### config.mk
export PLATFORM = sky130hd
export DESIGN_NAME = seg7_scan_driver
export DESIGN_NICKNAME = d
export VERILOG_FILES = /design/src/rtl/seg7_pkg.sv /design/src/rtl/seg7_hex_decode.sv /design/src/rtl/seg7_scan_driver.sv
export SDC_FILE = /design/constraint.sdc
export NUM_CORES = 1
export LEC_CHECK = 0
export BUFFER_PORTS_ARGS = -buffer_cell sky130_fd_sc_hd__buf_2
export CORE_MARGIN = 2
export CORE_UTILIZATION = 51
export DETAILED_ROUTE_END_ITERATION = 16
export GPL_TIMING_DRIVEN = 1
export PLACE_DENSITY_LB_ADDON = 0.08
export SYNTH_ARGS = -nofsm -noshare
export SYNTH_HDL_FRONTEND = slang
export SYNTH_SLANG_ARGS = --single-unit
### constraint.sdc
create_clock -name clk -period 1.97 [get_ports clk]
set_input_delay 0.0985 -clock clk [delete_from_list [all_inputs] [get_ports clk]]
set_output_delay 0.0985 -clock clk [all_outputs]
set_load 0.05 [all_outputs]
### src/rtl/seg7_pkg.sv
// seg7_pkg: shared types and constants for the 7-segment scan driver.
//   seg7_code_t     - 4-bit hex digit code
//   SEG_0 .. SEG_F  - active-low segment patterns, bit order {g,f,e,d,c,b,a}
//   SEG_OFF         - all segments dark
package seg7_pkg;

  typedef logic [3:0] seg7_code_t;

  localparam logic [6:0] SEG_0   = 7'b1000000;
  localparam logic [6:0] SEG_1   = 7'b1111001;
  localparam logic [6:0] SEG_2   = 7'b0100100;
  localparam logic [6:0] SEG_3   = 7'b0110000;
  localparam logic [6:0] SEG_4   = 7'b0011001;
  localparam logic [6:0] SEG_5   = 7'b0010010;
  localparam logic [6:0] SEG_6   = 7'b0000010;
  localparam logic [6:0] SEG_7   = 7'b1111000;
  localparam logic [6:0] SEG_8   = 7'b0000000;
  localparam logic [6:0] SEG_9   = 7'b0010000;
  localparam logic [6:0] SEG_A   = 7'b0001000;
  localparam logic [6:0] SEG_B   = 7'b0000011;
  localparam logic [6:0] SEG_C   = 7'b1000110;
  localparam logic [6:0] SEG_D   = 7'b0100001;
  localparam logic [6:0] SEG_E   = 7'b0000110;
  localparam logic [6:0] SEG_F   = 7'b0001110;
  localparam logic [6:0] SEG_OFF = 7'h7F;

endpackage

### src/rtl/seg7_hex_decode.sv
// seg7_hex_decode: combinational hex-to-7-segment transcoder.
//   code  in  4  - hex digit 0..F
//   seg_n out 7  - active-low segments {g,f,e,d,c,b,a}
module seg7_hex_decode
  import seg7_pkg::*;
(
  input  seg7_code_t  code,
  output logic [6:0]  seg_n
);

  always_comb begin
    seg_n = SEG_OFF;
    case (code)
      4'h0: seg_n = SEG_0;
      4'h1: seg_n = SEG_1;
      4'h2: seg_n = SEG_2;
      4'h3: seg_n = SEG_3;
      4'h4: seg_n = SEG_4;
      4'h5: seg_n = SEG_5;
      4'h6: seg_n = SEG_6;
      4'h7: seg_n = SEG_7;
      4'h8: seg_n = SEG_8;
      4'h9: seg_n = SEG_9;
      4'hA: seg_n = SEG_A;
      4'hB: seg_n = SEG_B;
      4'hC: seg_n = SEG_C;
      4'hD: seg_n = SEG_D;
      4'hE: seg_n = SEG_E;
      4'hF: seg_n = SEG_F;
    endcase
  end

endmodule

### src/rtl/seg7_scan_driver.sv
// seg7_scan_driver: time-multiplexed driver for an N-digit common-anode
// 7-segment display with per-digit blank, blink and decimal point.
//   clk, rst            - clock, async active-high reset
//   load                - capture all *_in buses into shadow registers
//   digits_in [4N]      - digit i code in bits [4i+3:4i], digit 0 rightmost
//   blank_in/blink_in/dp_in [N] - per-digit blank, blink, decimal point
//   enable              - 0 forces outputs dark, scanning continues
//   seg_n [7], dp_n, an_n [N]   - registered active-low pin drives
//   frame_tick          - one-cycle pulse when digit 0 is driven again
module seg7_scan_driver
  import seg7_pkg::*;
#(
  parameter int N_DIGITS     = 4,
  parameter int REFRESH_DIV  = 100000,
  parameter int BLINK_FRAMES = 64
)
(
  input  logic                  clk,
  input  logic                  rst,
  input  logic                  load,
  input  logic [4*N_DIGITS-1:0] digits_in,
  input  logic [N_DIGITS-1:0]   blank_in,
  input  logic [N_DIGITS-1:0]   blink_in,
  input  logic [N_DIGITS-1:0]   dp_in,
  input  logic                  enable,
  output logic [6:0]            seg_n,
  output logic                  dp_n,
  output logic [N_DIGITS-1:0]   an_n,
  output logic                  frame_tick
);

  localparam int DIV_W = $clog2(REFRESH_DIV);
  localparam int IDX_W = (N_DIGITS > 1) ? $clog2(N_DIGITS) : 1;
  localparam int FRM_W = (BLINK_FRAMES > 1) ? $clog2(BLINK_FRAMES) : 1;

  localparam logic [DIV_W-1:0] DIV_LAST = DIV_W'(REFRESH_DIV - 1);
  localparam logic [IDX_W-1:0] IDX_LAST = IDX_W'(N_DIGITS - 1);
  localparam logic [FRM_W-1:0] FRM_LAST = FRM_W'(BLINK_FRAMES - 1);

  logic [DIV_W-1:0]    div_cnt;
  logic [IDX_W-1:0]    idx;
  logic [FRM_W-1:0]    frm_cnt;
  logic                blink_ph;
  logic                wrap_q;

  seg7_code_t          digit_sh [N_DIGITS];
  logic [N_DIGITS-1:0] blank_sh;
  logic [N_DIGITS-1:0] blink_sh;
  logic [N_DIGITS-1:0] dp_sh;

  logic                slot_end;
  logic                frame_end;
  logic                dark;
  seg7_code_t          cur_code;
  logic [6:0]          cur_seg;
  logic [N_DIGITS-1:0] cur_onehot;

  assign slot_end  = (div_cnt == DIV_LAST);
  assign frame_end = slot_end && (idx == IDX_LAST);

  // Scan counters. blink_ph flips on the same edge that idx returns to 0,
  // so a blinking digit can only change state at a slot boundary.
  always_ff @(posedge clk or posedge rst) begin
    if (rst) begin
      div_cnt  <= '0;
      idx      <= '0;
      frm_cnt  <= '0;
      blink_ph <= 1'b0;
    end else begin
      div_cnt <= slot_end ? '0 : div_cnt + DIV_W'(1);
      if (slot_end)
        idx <= (idx == IDX_LAST) ? '0 : idx + IDX_W'(1);
      if (frame_end) begin
        if (frm_cnt == FRM_LAST) begin
          frm_cnt  <= '0;
          blink_ph <= ~blink_ph;
        end else begin
          frm_cnt <= frm_cnt + FRM_W'(1);
        end
      end
    end
  end

  // Shadow registers; reset leaves every digit blanked until the first load.
  always_ff @(posedge clk or posedge rst) begin
    if (rst) begin
      for (int i = 0; i < N_DIGITS; i++)
        digit_sh[i] <= '0;
      blank_sh <= '1;
      blink_sh <= '0;
      dp_sh    <= '0;
    end else if (load) begin
      for (int i = 0; i < N_DIGITS; i++)
        digit_sh[i] <= digits_in[4*i +: 4];
      blank_sh <= blank_in;
      blink_sh <= blink_in;
      dp_sh    <= dp_in;
    end
  end

  // Digit mux ahead of the single shared decoder.
  always_comb begin
    cur_code        = digit_sh[idx];
    cur_onehot      = '0;
    cur_onehot[idx] = 1'b1;
    dark            = !enable || blank_sh[idx] || (blink_sh[idx] && blink_ph);
  end

  seg7_hex_decode u_decode (
    .code  (cur_code),
    .seg_n (cur_seg)
  );

  // Pins lag idx by one cycle, so frame_tick is the frame wrap delayed twice:
  // once to reach idx=0 and once more to reach the pins.
  always_ff @(posedge clk or posedge rst) begin
    if (rst) begin
      an_n       <= '1;
      seg_n      <= SEG_OFF;
      dp_n       <= 1'b1;
      wrap_q     <= 1'b0;
      frame_tick <= 1'b0;
    end else begin
      wrap_q     <= frame_end;
      frame_tick <= wrap_q;
      if (dark) begin
        an_n  <= '1;
        seg_n <= SEG_OFF;
        dp_n  <= 1'b1;
      end else begin
        an_n  <= ~cur_onehot;
        seg_n <= cur_seg;
        dp_n  <= ~dp_sh[idx];
      end
    end
  end

endmodule

=== Yosys cells after proc, flatten, opt, wreduce, memory -nomap -nowiden ===
Memory sizes are Yosys's and may differ from the RTL's.
Cells that the tools add are included.

* Register bits: 68
* Bits in read-only memories: 112
* Bits of input ports: 32
* Output and inout port bits: 13
* Memories: 1

{| class="wikitable"
|+ Memories
! name !! words !! width !! read ports !! clocked after Yosys merged registers in !! wr ports !! line !! source
|-
| (name not given) || 16 || 7 || 1 || 0 || 0 || seg7_hex_decode.sv:13 || <nowiki>case (code)</nowiki>
|}

* $add $sub $neg: 3
* $lt $le $gt $ge: 3
* Equality and inequality tests: 3
* Multiplexer cells: 17
* Bitwise gates (word level): 4
* Reductions and logical operators: 7

{| class="wikitable"
|+ Operators by type and width
! operator !! number
|-
| 17-bit by 1-bit adder with 17-bit output, second input constant || 1
|-
| 17-bit equality test, second input constant || 1
|-
| 17-bit two-way mux || 1
|-
| 4-bit two-way mux || 3
|-
| 4-bit binary-select mux with 2-bit select || 1
|-
| 7-bit two-way mux || 1
|-
| 6-bit by 1-bit adder with 6-bit output, second input constant || 1
|-
| 1-bit binary-select mux with 2-bit select || 3
|-
| 6-bit equality test, second input constant || 1
|-
| 6-bit two-way mux || 1
|-
| 1-bit two-way mux || 5
|-
| 4-bit inverter || 1
|-
| 3-bit >= comparator, second input constant || 1
|-
| 1-bit logical AND || 3
|-
| 2-bit by 3-bit less-than comparator with 1-bit output, second input constant || 1
|-
| 2-bit inverter with 3-bit output || 1
|-
| 2-bit by 1-bit adder with 2-bit output, second input constant || 1
|-
| 1-bit demux with 2-bit select || 1
|-
| 2-bit equality test, second input constant || 1
|-
| 2-bit by 1-bit >= comparator with 1-bit output, second input constant || 1
|-
| 1-bit logical OR || 2
|-
| 2-bit two-way mux || 1
|-
| 1-bit inverter || 2
|-
| 2-bit AND reduction || 1
|-
| 1-bit logical NOT || 1
|}

=== Longest topological paths before layout ===
Gate-level depths: netlist of run 1.

* Word-level depth: 6
* Mapped depth: 7

=== Hierarchy ===
A second synthesis of run 1 with hierarchy kept.

* Cells, all modules: 255
* Area total of the unflattened synthesis: 3238.1 µm²

{| class="wikitable"
|+ Modules (own cells, without submodules)
! module !! times used !! cells an instance !! area each (µm²)
|-
| seg7_scan_driver || 1 || 224 || 2976.6
|-
| seg7_hex_decode || 1 || 31 || 261.5
|}

=== Worst setup path after synthesis of run 1 ===
No wires, ideal clock.

* Path kind: reg2reg
* Start: register idx[1]
* End: register seg_n[3]
* Setup time: 0.087 ns
* Data arrival time: 1.836 ns
* Required time: 1.883 ns
* Setup slack: 0.046 ns
* Stages on the path, launching flop included: 7
* Cell sequence: dfrtp_1 buf_2 mux4_2 ha_1 or2_2 a21oi_1 o21ai_0

* Word-level cells in the longest chain between the ends: 6

{| class="wikitable"
|+ RTL lines
! element !! line !! source
|-
| start, declared || seg7_scan_driver.sv:41 || <nowiki>logic [IDX_W-1:0] idx;</nowiki>
|-
| start signal, assigned || seg7_scan_driver.sv:72 || <nowiki>idx <= (idx == IDX_LAST) ? '0 : idx + IDX_W'(1);</nowiki>
|-
| 2-bit inverter with 3-bit output (not written as such) || seg7_scan_driver.sv:103 || <nowiki>cur_code = digit_sh[idx];</nowiki>
|-
| 4-bit binary-select mux with 2-bit select || seg7_scan_driver.sv:103 ||
|-
| 4-bit two-way mux (not written as such) (2 in series) || seg7_scan_driver.sv:103 ||
|-
| memory read 16 x 7 bit || -- ||
|-
| 7-bit two-way mux * || seg7_scan_driver.sv:126 || <nowiki>if (dark) begin</nowiki>
|-
| end signal, assigned || seg7_scan_driver.sv:132 || <nowiki>seg_n <= cur_seg;</nowiki>
|-
| end, declared || seg7_scan_driver.sv:26 || <nowiki>output logic [6:0] seg_n,</nowiki>
|}

Mark *: on every way between the ends. The rest lies on a longest branch, timed or not. The select of a mux whose other input is x is not followed.
A chain may end at the register's enable or synchronous reset.

=== Worst setup path after layout of run 1 ===
* Start: register div_cnt[5]
* End: register frm_cnt[0]

* Word-level cells in the longest chain between the ends: 2

{| class="wikitable"
|+ RTL lines
! element !! line !! source
|-
| start, declared || seg7_scan_driver.sv:40 || <nowiki>logic [DIV_W-1:0] div_cnt;</nowiki>
|-
| start signal, assigned || seg7_scan_driver.sv:70 || <nowiki>div_cnt <= slot_end ? '0 : div_cnt + DIV_W'(1);</nowiki>
|-
| 17-bit equality test || seg7_scan_driver.sv:58 || <nowiki>assign slot_end = (div_cnt == DIV_LAST);</nowiki>
|-
| 1-bit logical AND || seg7_scan_driver.sv:59 || <nowiki>assign frame_end = slot_end && (idx == IDX_LAST);</nowiki>
|-
| named net frame_end || seg7_scan_driver.sv:52 || <nowiki>logic frame_end;</nowiki>
|-
| end signal, assigned || seg7_scan_driver.sv:78 || <nowiki>frm_cnt <= frm_cnt + FRM_W'(1);</nowiki>
|-
| end, declared || seg7_scan_driver.sv:42 || <nowiki>logic [FRM_W-1:0] frm_cnt;</nowiki>
|}

The timed path passes the listed nets, and every way through them passes these cells.

==> results.txt, run 1 <==
H-Tree Level Count = 3
Cell taking the most area after synthesis = dfrtp_1
Sequential share of power = 0.482
Mapped cell area = 0.00320 mm²
Place WS = 6.81 ps
Die width = 83.3 µm
CORE AREA = 0.00599 mm²
DP HPWL = 4060 µm
Internal = 2410 µW
Fmax = 529 MHz
Synth warn = 0
Final wirelength = 6140 µm
Clock buffer depth = 2
Nets@finish = 393
Synth top cells by count = dfrtp_1 (52), mux2_2 (30), dfstp_2 (16), nand2_1 (16), xnor2_1 (14)
Crit path cell chain = or4b_4 -> nor4_2 -> and2_2 -> mux2_1
I/O pins = 45
Worst Setup End Kind = register
Buf/Inv on CP = 0
Relative slew slack = 0.578
Skew-Pair Late Insertion Delay = 340 ps
CP max-delay cell = or4b_4
Asr flop ratio synth = 1.00
Clock transition at path regs = 70 ps
Drc violations = 0
GRT overflow = 0
Combinational share of power = 0.126
Fin. Hold Viols = 0
Sw Share = 0.241
# port buffers = 44
First drt pass iteration count = 4
Root Driver = clkbuf_8
CP arrival = 2110 ps
Worst Hold Class = input pin to register
Final period util = 0.960
Number of global-route vias before repair = 2342
Synth area leaders = dfrtp_1 (41%), dfstp_2 (13%), mux2_2 (11%)
Initial Util = 0.535
Clock power frac = 0.392
Area Overhead vs Synth = 30.6%
Number of synthesized register bits = 68
Slew @ Worst Pin = 633 ps
DR WL/cell = 14.3 µm
Row Count = 28
GP Congestion = 0.767
Post-synth EDFFs = 0
Net switching power = 762 µW
Register area share after synthesis = 0.537
Antenna violations before repair = 0
Synth top area share = 0.406
Post-layout min period = 1890 ps
Post-synth cell types = 38
Avg Cell Area, Syn = 12.7 µm²
Syn nets = 297
P per Cell Area = 758 mW/mm²
Worst setup margin = 78.9 ps
Share of layout cells above drive strength 1 = 0.412
Largest net degree at the start of global routing = 48
Mapped Cells = 253
Ys flop type = dfrtp_1
Status = complete, no violations
Leak = 0.00185 µW
Drt initial violations = 103
Worst Setup Start Kind = register
Compound-Gate Fraction of Synth Area = 0.0449
Final setup viols = 0
Detail-routed via count per cell = 5.23
Most frequent cell after synthesis = dfrtp_1
First-pass GRT wire length = 10900 µm
Clock Sinks = 68
Adder-cell share of the synthesized area = 0.0469
ANT cells = 0
Setup Skew = 11.5 ps
DRT antenna net count = 0
Routed via count = 2242
Die height = 83.3 µm
CP top delay family = simple AND/OR/NAND/NOR gates
Worst vdd ir = 0.537 mV
Max Slew Vio Count = 0
Num CTS Buffers = 9
Synth Area in XOR/XNOR = 0.0547
Max-cap violation count = 0
GRT Util Overall = 0.197
Critical Path Max Stage Delay = 570 ps
CTS tree = done
Post-synthesis mux area share = 0.169
Die area = 0.00693 mm²
Worst-path fanout max = 3
Largest family of logic cells by synthesized area = multiplexers
Critical path type = register to register
Required @ worst endpoint = 2190 ps
Worst hold margin = 10.6 ps
Synth Area in Simple Gates = 0.124
[power by group through the flow]
stage / clock [µW] / sequential [µW] / combinational (µW)
floorplan: 0 / 1600 / 200
global placement: 0 / 1550 / 353
detailed placement: 0 / 1550 / 361
CTS: 1270 / 1530 / 403
global route: 1340 / 1540 / 439
finish: 1240 / 1530 / 401
[final timing paths]
| kind | from | to | slack (ps) | cells after the start |
|---|---|---|---|---|
| hold reg to reg | wrap_q | frame_tick | 350 | 0 |
| setup reg to reg | div_cnt[5] | frm_cnt[0] | 80 | 4 |
| hold / removal | digits_in[11] | digit_sh[7] | 10 | 2 |
| max in group asynchronous | rst | blank_sh[1] | 990 | 4 |
| min in group asynchronous | rst | digit_sh[5] | 320 | 3 |
| setup / recovery | div_cnt[5] | frm_cnt[0] | 80 | 4 |
[logic make-up (layout without fill, tap and decap cells)]
kind of cell / after synthesis / in the layout
xor+xnor: 20 / 20
flops: 68 / 68
mux: 40 / 40
fa+ha+maj: 12 / 12
simple gates: 72 / 72
compound gates: 22 / 22
buf+inv: 19 / 120
[layer usage]
| layer | global-route usage | share of wire |
|---|---|---|
| met1 | 0.265 | 0.47 |
| met2 | 0.309 | 0.47 |
| met3 | 0.0427 | 0.035 |
| met4 | 0.0835 | 0.019 |
| met5 | 0 | 0 |
[area by class of cell]
cell class / count / area (µm²)
fillers: 425 / 1810
clock buffers: 13 / 179
flip-flops and latches: 68 / 1720
multi-input cells: 166 / 1410
well taps: 75 / 93.8
clock inverters: 3 / 42.5
inverters: 9 / 33.8
repair buffers: 95 / 698
[flip-flops by register name, summed over array words and instances, names as in the netlist, 4 cells and up]
| name | count |
|---|---|
| an_n | 4 |
| blank_sh | 4 |
| blink_sh | 4 |
| digit_sh | 16 |
| div_cnt | 17 |
| dp_sh | 4 |
| frm_cnt | 6 |
| seg_n | 7 |
[through the flow]
| stage | utilization | total power [µW] | area [µm²] | setup TNS, ps | std cells |
|---|---|---|---|---|---|
| global route | 0.698 | 3310 | 4180 | -18.2 | 429 |
| detailed placement | 0.611 | 1910 | 3660 | 0 | 383 |
| CTS | 0.696 | 3200 | 4170 | 0 | 428 |
| finish | 0.698 | 3170 | 4180 | 0 | 429 |
| global placement | 0.611 | 1900 | 3660 | 0 | 383 |
| floorplan | - | 1800 | 3200 | 0 | 253 |
[cells in the final DEF, fill, tap and decap left out, types with 2 or more instances in the layout]
cell type | netlist | layout
dfrtp_1 | 52 | 50
o211ai_1 | 5 | 5
mux2_1 | 2 | 2
mux2_2 | 30 | 30
xnor2_1 | 14 | 14
a21oi_1 | 3 | 3
dlygate4sd3_1 | 0 | 28
nand2_1 | 16 | 16
nand4_1 | 5 | 5
buf_2 | 4 | 44
buf_12 | 0 | 2
dfrtp_2 | 0 | 2
o21a_1 | 2 | 2
o31ai_1 | 2 | 2
xor2_1 | 6 | 6
mux4_2 | 8 | 8
or2_2 | 2 | 2
nand3_1 | 13 | 13
and3_1 | 6 | 6
clkbuf_8 | 0 | 13
ha_1 | 12 | 12
o21ai_0 | 7 | 7
nor3_1 | 4 | 4
inv_1 | 9 | 8
nor2_1 | 10 | 10
nor3b_1 | 2 | 2
nand2b_1 | 2 | 2
or3_1 | 4 | 4
dfstp_2 | 16 | 16
buf_4 | 0 | 21
[worst reg2reg max path, cell delays in order, from the launching register on]
cell,delay [ps]
dfrtp_1,390
or4b_4,570
nor4_2,290
and2_2,210
mux2_1,320
[timing repair]
item	4_1_cts	5_1_grt
endpoints found under the hold margin	37	0
setup buffers	1	1
resized for setup	0	3
endpoints found under the setup margin	1	10
hold buffers	28	0
pin swaps	1	2
Note: power is estimated with default switching activity, not from simulation.
==> inputs of run 2 (changes only) <==
--- a/config.mk
+++ b/config.mk
@@ -6,6 +6,7 @@
 export NUM_CORES = 1
 export LEC_CHECK = 0
 export BUFFER_PORTS_ARGS = -buffer_cell sky130_fd_sc_hd__buf_2
+export CORE_ASPECT_RATIO = 1.25
 export CORE_MARGIN = 2
 export CORE_UTILIZATION = 51
 export DETAILED_ROUTE_END_ITERATION = 16
==> results.txt, run 2 (synthesis results as in run 1) <==
Clock transition at path regs = 80 ps (about the same)
Fin. Hold Viols = 0 (unchanged)
ANT cells = 0 (unchanged)
CTS tree = done
Status = complete, no violations
CP arrival = 2140 ps (+30 ps)
GRT Util Overall = 0.210 (+0.0134)
Fin cells = 446 (+4.0%)
Final period util = 0.969 (+0.00893)
Area Overhead vs Synth = 32.3%
Share of layout cells above drive strength 1 = 0.424 (+0.0114)
Die width = 74.9 µm (-10%)
Net switching power = 794 µW (+4.2%)
Clock buffer depth = 2 (unchanged)
Required @ worst endpoint = 2200 ps (about the same)
Initial Util = 0.523 (-0.0118)
Slew @ Worst Pin = 636 ps (+3.34 ps)
FILL cells = 465 (+9.4%)
Number of global-route vias before repair = 2334 (-0.34%)
# port buffers = 44 (unchanged)
Skew-Pair Late Insertion Delay = 340 ps (about the same)
Die height = 92.6 µm (+11%)
Internal = 2300 µW (-4.3%)
Finished Cell Area = 0.00424 mm² (+1.3%)
Biggest register = div_cnt
Drc violations = 0 (unchanged)
Inst Count DP = 396 (+3.4%)
Setup Skew = 9.98 ps (-1.53 ps)
Post-layout min period = 1910 ps (+17.6 ps)
Worst Hold Class = input pin to register
Detail-routed via count per cell = 5.19 (-0.64%)
Commonest non-fill, non-tap cell in the layout = dfrtp_1
DR WL/cell = 15.0 µm (+4.8%)
Num CTS Buffers = 9 (unchanged)
Sequential share of power = 0.492 (+0.010)
Clock power frac = 0.376 (-0.016)
Antenna violations before repair = 0 (unchanged)
Fmax = 524 MHz (-0.92%)
Max-cap violation count = 0 (unchanged)
H-Tree Level Count = 3 (unchanged)
Worst Setup End Kind = register
Final setup viols = 0 (unchanged)
Leak = 0.00189 µW (+2.2%)
GP Congestion = 0.853 (+11%)
GRT overflow = 0 (unchanged)
Worst-path fanout max = 4 (+1)
Biggest regs = div_cnt: 17 flops, digit_sh: 16 flops, seg_n: 7 flops
Max reg flops = 17 (unchanged)
Drt initial violations = 101 (-1.9%)
Root Driver = clkbuf_8
DRT antenna net count = 0 (unchanged)
Relative slew slack = 0.576 (-0.00223)
Critical path type = register to register
Combinational share of power = 0.131 (+0.005)
Worst vdd ir = 0.406 mV (-24%)
Sum Neg Setup Slack = 0 ps (unchanged)
Max Slew Vio Count = 0 (unchanged)
I/O pins = 45 (unchanged)
First drt pass iteration count = 4 (unchanged)
Sw Share = 0.256 (+0.0159)
Routed via count = 2316 (+3.3%)
Die area = 0.00694 mm² (about the same)
CORE AREA = 0.00613 mm² (+2.3%)
Clock Sinks = 68 (unchanged)
Worst Setup Start Kind = register
Commonest non-fill, non-tap cells in the layout = dfrtp_1 (52), buf_2 (44), mux2_2 (30), dlygate4sd3_1 (29), buf_4 (28)
Largest net degree at the start of global routing = 46 (-4.2%)
DP HPWL = 4500 µm (+11%)
Row Count = 32 (+14%)
Placed cell area = 0.00368 mm² (+0.62%)
First-pass GRT wire length = 10900 µm (-0.50%)
P per Cell Area = 731 mW/mm² (-3.5%)
Final wirelength = 6690 µm (+8.9%)
Nets@finish = 400 (+1.8%)
Overall Power = 3100 µW (-2.3%)
## run 2: final timing paths
| path | depth (start not counted) | startpoint | to | slack (ps) |
|---|---|---|---|---|
| setup / recovery | 5 | div_cnt[11] | frm_cnt[4] | 60 |
| hold / removal | 5 | enable | dp_n | 170 |
| setup reg to reg | 5 | div_cnt[11] | frm_cnt[4] | 60 |
| hold reg to reg | 0 | wrap_q | frame_tick | 370 |
| max in group asynchronous | 4 | rst | seg_n[5] | 940 |
| min in group asynchronous | 3 | rst | digit_sh[3] | 350 |
## run 2: power groups by stage
stage / clock network, µW / logic (µW) / registers [µW]
after CTS: 1190 / 403 / 1530
final: 1170 / 407 / 1520
after detailed placement: 0 / 357 / 1550
after global routing: 1250 / 446 / 1540
after global placement: 0 / 350 / 1550
after floorplan: 0 / 200 / 1600
## run 2: critical path, cell delays in order (launching register included)
cell     delay (ps)
dfrtp_1         380
or4b_4          580
nor4_4          400
buf_4           200
nand4_1         110
xnor2_1         140
## run 2: per-layer routing
layer  track usage  vias to the layer above  routed length, µm
li1              -                     1102                  -
met1         0.245                     1167               2730
met2         0.365                       35               3610
met3        0.0468                       12                191
met4        0.0833                        0                157
met5             0                        -                  0
## run 2: timing repair
action,in CTS,in global routing
pin swaps,0,3
hold buffers,29,0
setup endpoints to repair,2,10
gates resized for setup,1,4
buffers inserted,0,5
hold endpoints to repair,43,0
## run 2: cell type report
class,instances,area [µm²],share of cell area
Sequential cell,68,1720,0.406
Clock buffer,10,138,0.0325
Multi-Input combinational cell,166,1430,0.338
Tap cell,85,106,0.0251
Clock inverter,6,63.8,0.0151
Inverter,9,33.8,0.00797
Timing Repair Buffer,102,741,0.175
## run 2: through the flow
step,hold WS [ps],utilization,setup slack [ps]
after global routing,173,0.692,-22.6
after detailed placement,176,0.601,9.67
after CTS,164,0.682,33.3
after floorplan,250,-,46.4
after global placement,172,0.601,47.4
final,167,0.692,61.3
==> inputs of run 3 (changes only) <==
--- a/config.mk
+++ b/config.mk
@@ -6,9 +6,12 @@
 export NUM_CORES = 1
 export LEC_CHECK = 0
 export BUFFER_PORTS_ARGS = -buffer_cell sky130_fd_sc_hd__buf_2
+export CELL_PAD_IN_SITES_DETAIL_PLACEMENT = 1
+export CELL_PAD_IN_SITES_GLOBAL_PLACEMENT = 1
 export CORE_ASPECT_RATIO = 1.25
 export CORE_MARGIN = 2
-export CORE_UTILIZATION = 51
+export CORE_UTILIZATION = 42
+export CTS_BUF_LIST = sky130_fd_sc_hd__clkbuf_16
 export DETAILED_ROUTE_END_ITERATION = 16
 export GPL_TIMING_DRIVEN = 1
 export PLACE_DENSITY_LB_ADDON = 0.08
==> results.txt, run 3 (synthesis results as in run 1) <==
Critical path type = register to register
Number of global-route vias before repair = 2422 (+3.8%)
First-pass GRT wire length = 12100 µm (+11%)
Clock Sinks = 68 (unchanged)
Final wirelength = 7140 µm (+6.7%)
Endpoint, Worst Hold = blink_sh[2]
Worst setup margin = 66.6 ps (+5.35 ps)
Antenna violations before repair = 0 (unchanged)
Num CTS Buffers = 9 (unchanged)
Row Count = 35 (+9.4%)
Area Overhead vs Synth = 27.2%
Max-cap violation count = 0 (unchanged)
GRT overflow = 0 (unchanged)
CP arrival = 2110 ps (-30 ps)
DRT antenna net count = 0 (unchanged)
Hold Crit Start = blink_in[2]
Largest net degree at the start of global routing = 69 (+50%)
DP HPWL = 4790 µm (+6.4%)
R2R cell count = 4 (-1)
Slew @ Worst Pin = 620 ps (-15.8 ps)
Routed via count = 2207 (-4.7%)
Worst Setup End Kind = register
Register Area = 0.00172 mm² (about the same)
Share of layout cells above drive strength 1 = 0.446 (+0.0220)
Multi-input logic area = 0.00143 mm² (-0.52%)
Max Slew Vio Count = 0 (unchanged)
Die width = 82.1 µm (+9.7%)
Worst vdd ir = 0.625 mV (+54%)
Place WS = 31.2 ps (+21.5 ps)
Clock transition at path regs = 60 ps (-20 ps)
Biggest register = div_cnt
GRT Util Overall = 0.196 (-0.0143)
Fmax = 525 MHz (+0.28%)
Relative slew slack = 0.586 (+0.0105)
Root Driver = clkbuf_16
Commonest non-fill, non-tap cell in the layout = dfrtp_1
Biggest regs = div_cnt: 17 flops, digit_sh: 16 flops, seg_n: 7 flops
GP Congestion = 0.728 (-15%)
Required @ worst endpoint = 2180 ps (-20 ps)
Initial Util = 0.433 (-0.0901)
Worst r2r src = div_cnt[5]
Die area = 0.00835 mm² (+20%)
Detail-routed via count per cell = 5.21 (+0.24%)
# port buffers = 44 (unchanged)
R2R Path End = frm_cnt[1]
Fin. Hold Viols = 0 (unchanged)
Worst-path fanout max = 3 (-1)
DR WL/cell = 16.8 µm (+12%)
Nets@finish = 371 (-7.2%)
Worst Setup Start Kind = register
ANT cells = 0 (unchanged)
CTS tree = done
Final setup viols = 0 (unchanged)
Leak = 0.00180 µW (-4.9%)
Post-layout min period = 1900 ps (-5.35 ps)
Skew-Pair Late Insertion Delay = 330 ps (about the same)
Overall Power = 3520 µW (+14%)
I/O pins = 45 (unchanged)
Commonest non-fill, non-tap cells in the layout = dfrtp_1 (51), buf_2 (44), mux2_2 (30), buf_4 (21)
Die height = 102 µm (+9.8%)
Clock buffer depth = 2 (unchanged)
Status = complete, no violations
Drc violations = 0 (unchanged)
Setup Skew = 7.76 ps (-2.22 ps)
CORE AREA = 0.00740 mm² (+21%)
R2R Setup Slk = 70 ps (about the same)
H-Tree Level Count = 3 (unchanged)
P per Cell Area = 864 mW/mm² (+18%)
Hold path cells = 2 (-3)
FILL cells = 775 (+67%)
Max reg flops = 17 (unchanged)
First drt pass iteration count = 4 (unchanged)
Drt initial violations = 58 (-43%)
Worst Hold Class = input pin to register
Final period util = 0.966 (-0.00272)
## run 3: layout make-up
type | count | area share
clock buffers | 9 | 0.0553
well taps | 92 | 0.0282
repair buffers | 73 | 0.117
flip-flops and latches | 68 | 0.423
multi-input cells | 166 | 0.350
clock inverters | 7 | 0.0181
inverters | 9 | 0.00829
## run 3: metal layers
layer,global-route usage,wire length (µm)
met5,0,0
met4,0.0731,86
met3,0.0374,207
met2,0.335,3890
met1,0.244,2960
## run 3: worst max-delay path, cell delays in order (launching register included)
cell and delay [ps]:
dfrtp_1 380, or4b_4 570, nor4_2 300, and2_2 230
mux2_1 320
## run 3: timing repair
item | in CTS | in global routing
setup endpoints to repair | 0 | 7
endpoints found under the hold margin | 57 | 0
buffers inserted | 0 | 2
hold buffers | 6 | 0
gates resized for setup | 0 | 6
## run 3: worst max path at each step
stage                    start          to  slack, ps  depth (start not counted)
global route        div_cnt[5]  frm_cnt[1]        -50                          4
floorplan               idx[1]    seg_n[3]         50                          6
global placement    div_cnt[5]  frm_cnt[1]         50                          4
detailed placement  div_cnt[5]  frm_cnt[1]         30                          4
finish              div_cnt[5]  frm_cnt[1]         70                          4
CTS                     idx[1]    seg_n[4]          1                          5
## run 3: report_power, final
part | switching, µW | internal (µW)
Combinational | 203 | 172
Sequential | 40.3 | 1490
Clock | 631 | 986
Total | 874 | 2650
## run 3: per-stage QoR
stage / cell area [µm²] / util / instances / TNS, ps / hold slack [ps]
floorplan: 3200 / - / 253 / 0 / 250
global placement: 3680 / 0.497 / 400 / 0 / 205
detailed placement: 3680 / 0.497 / 400 / 0 / 210
CTS: 4040 / 0.546 / 422 / 0 / 0.422
global route: 4080 / 0.551 / 424 / -118 / 7.45
finish: 4080 / 0.551 / 424 / 0 / 8.30
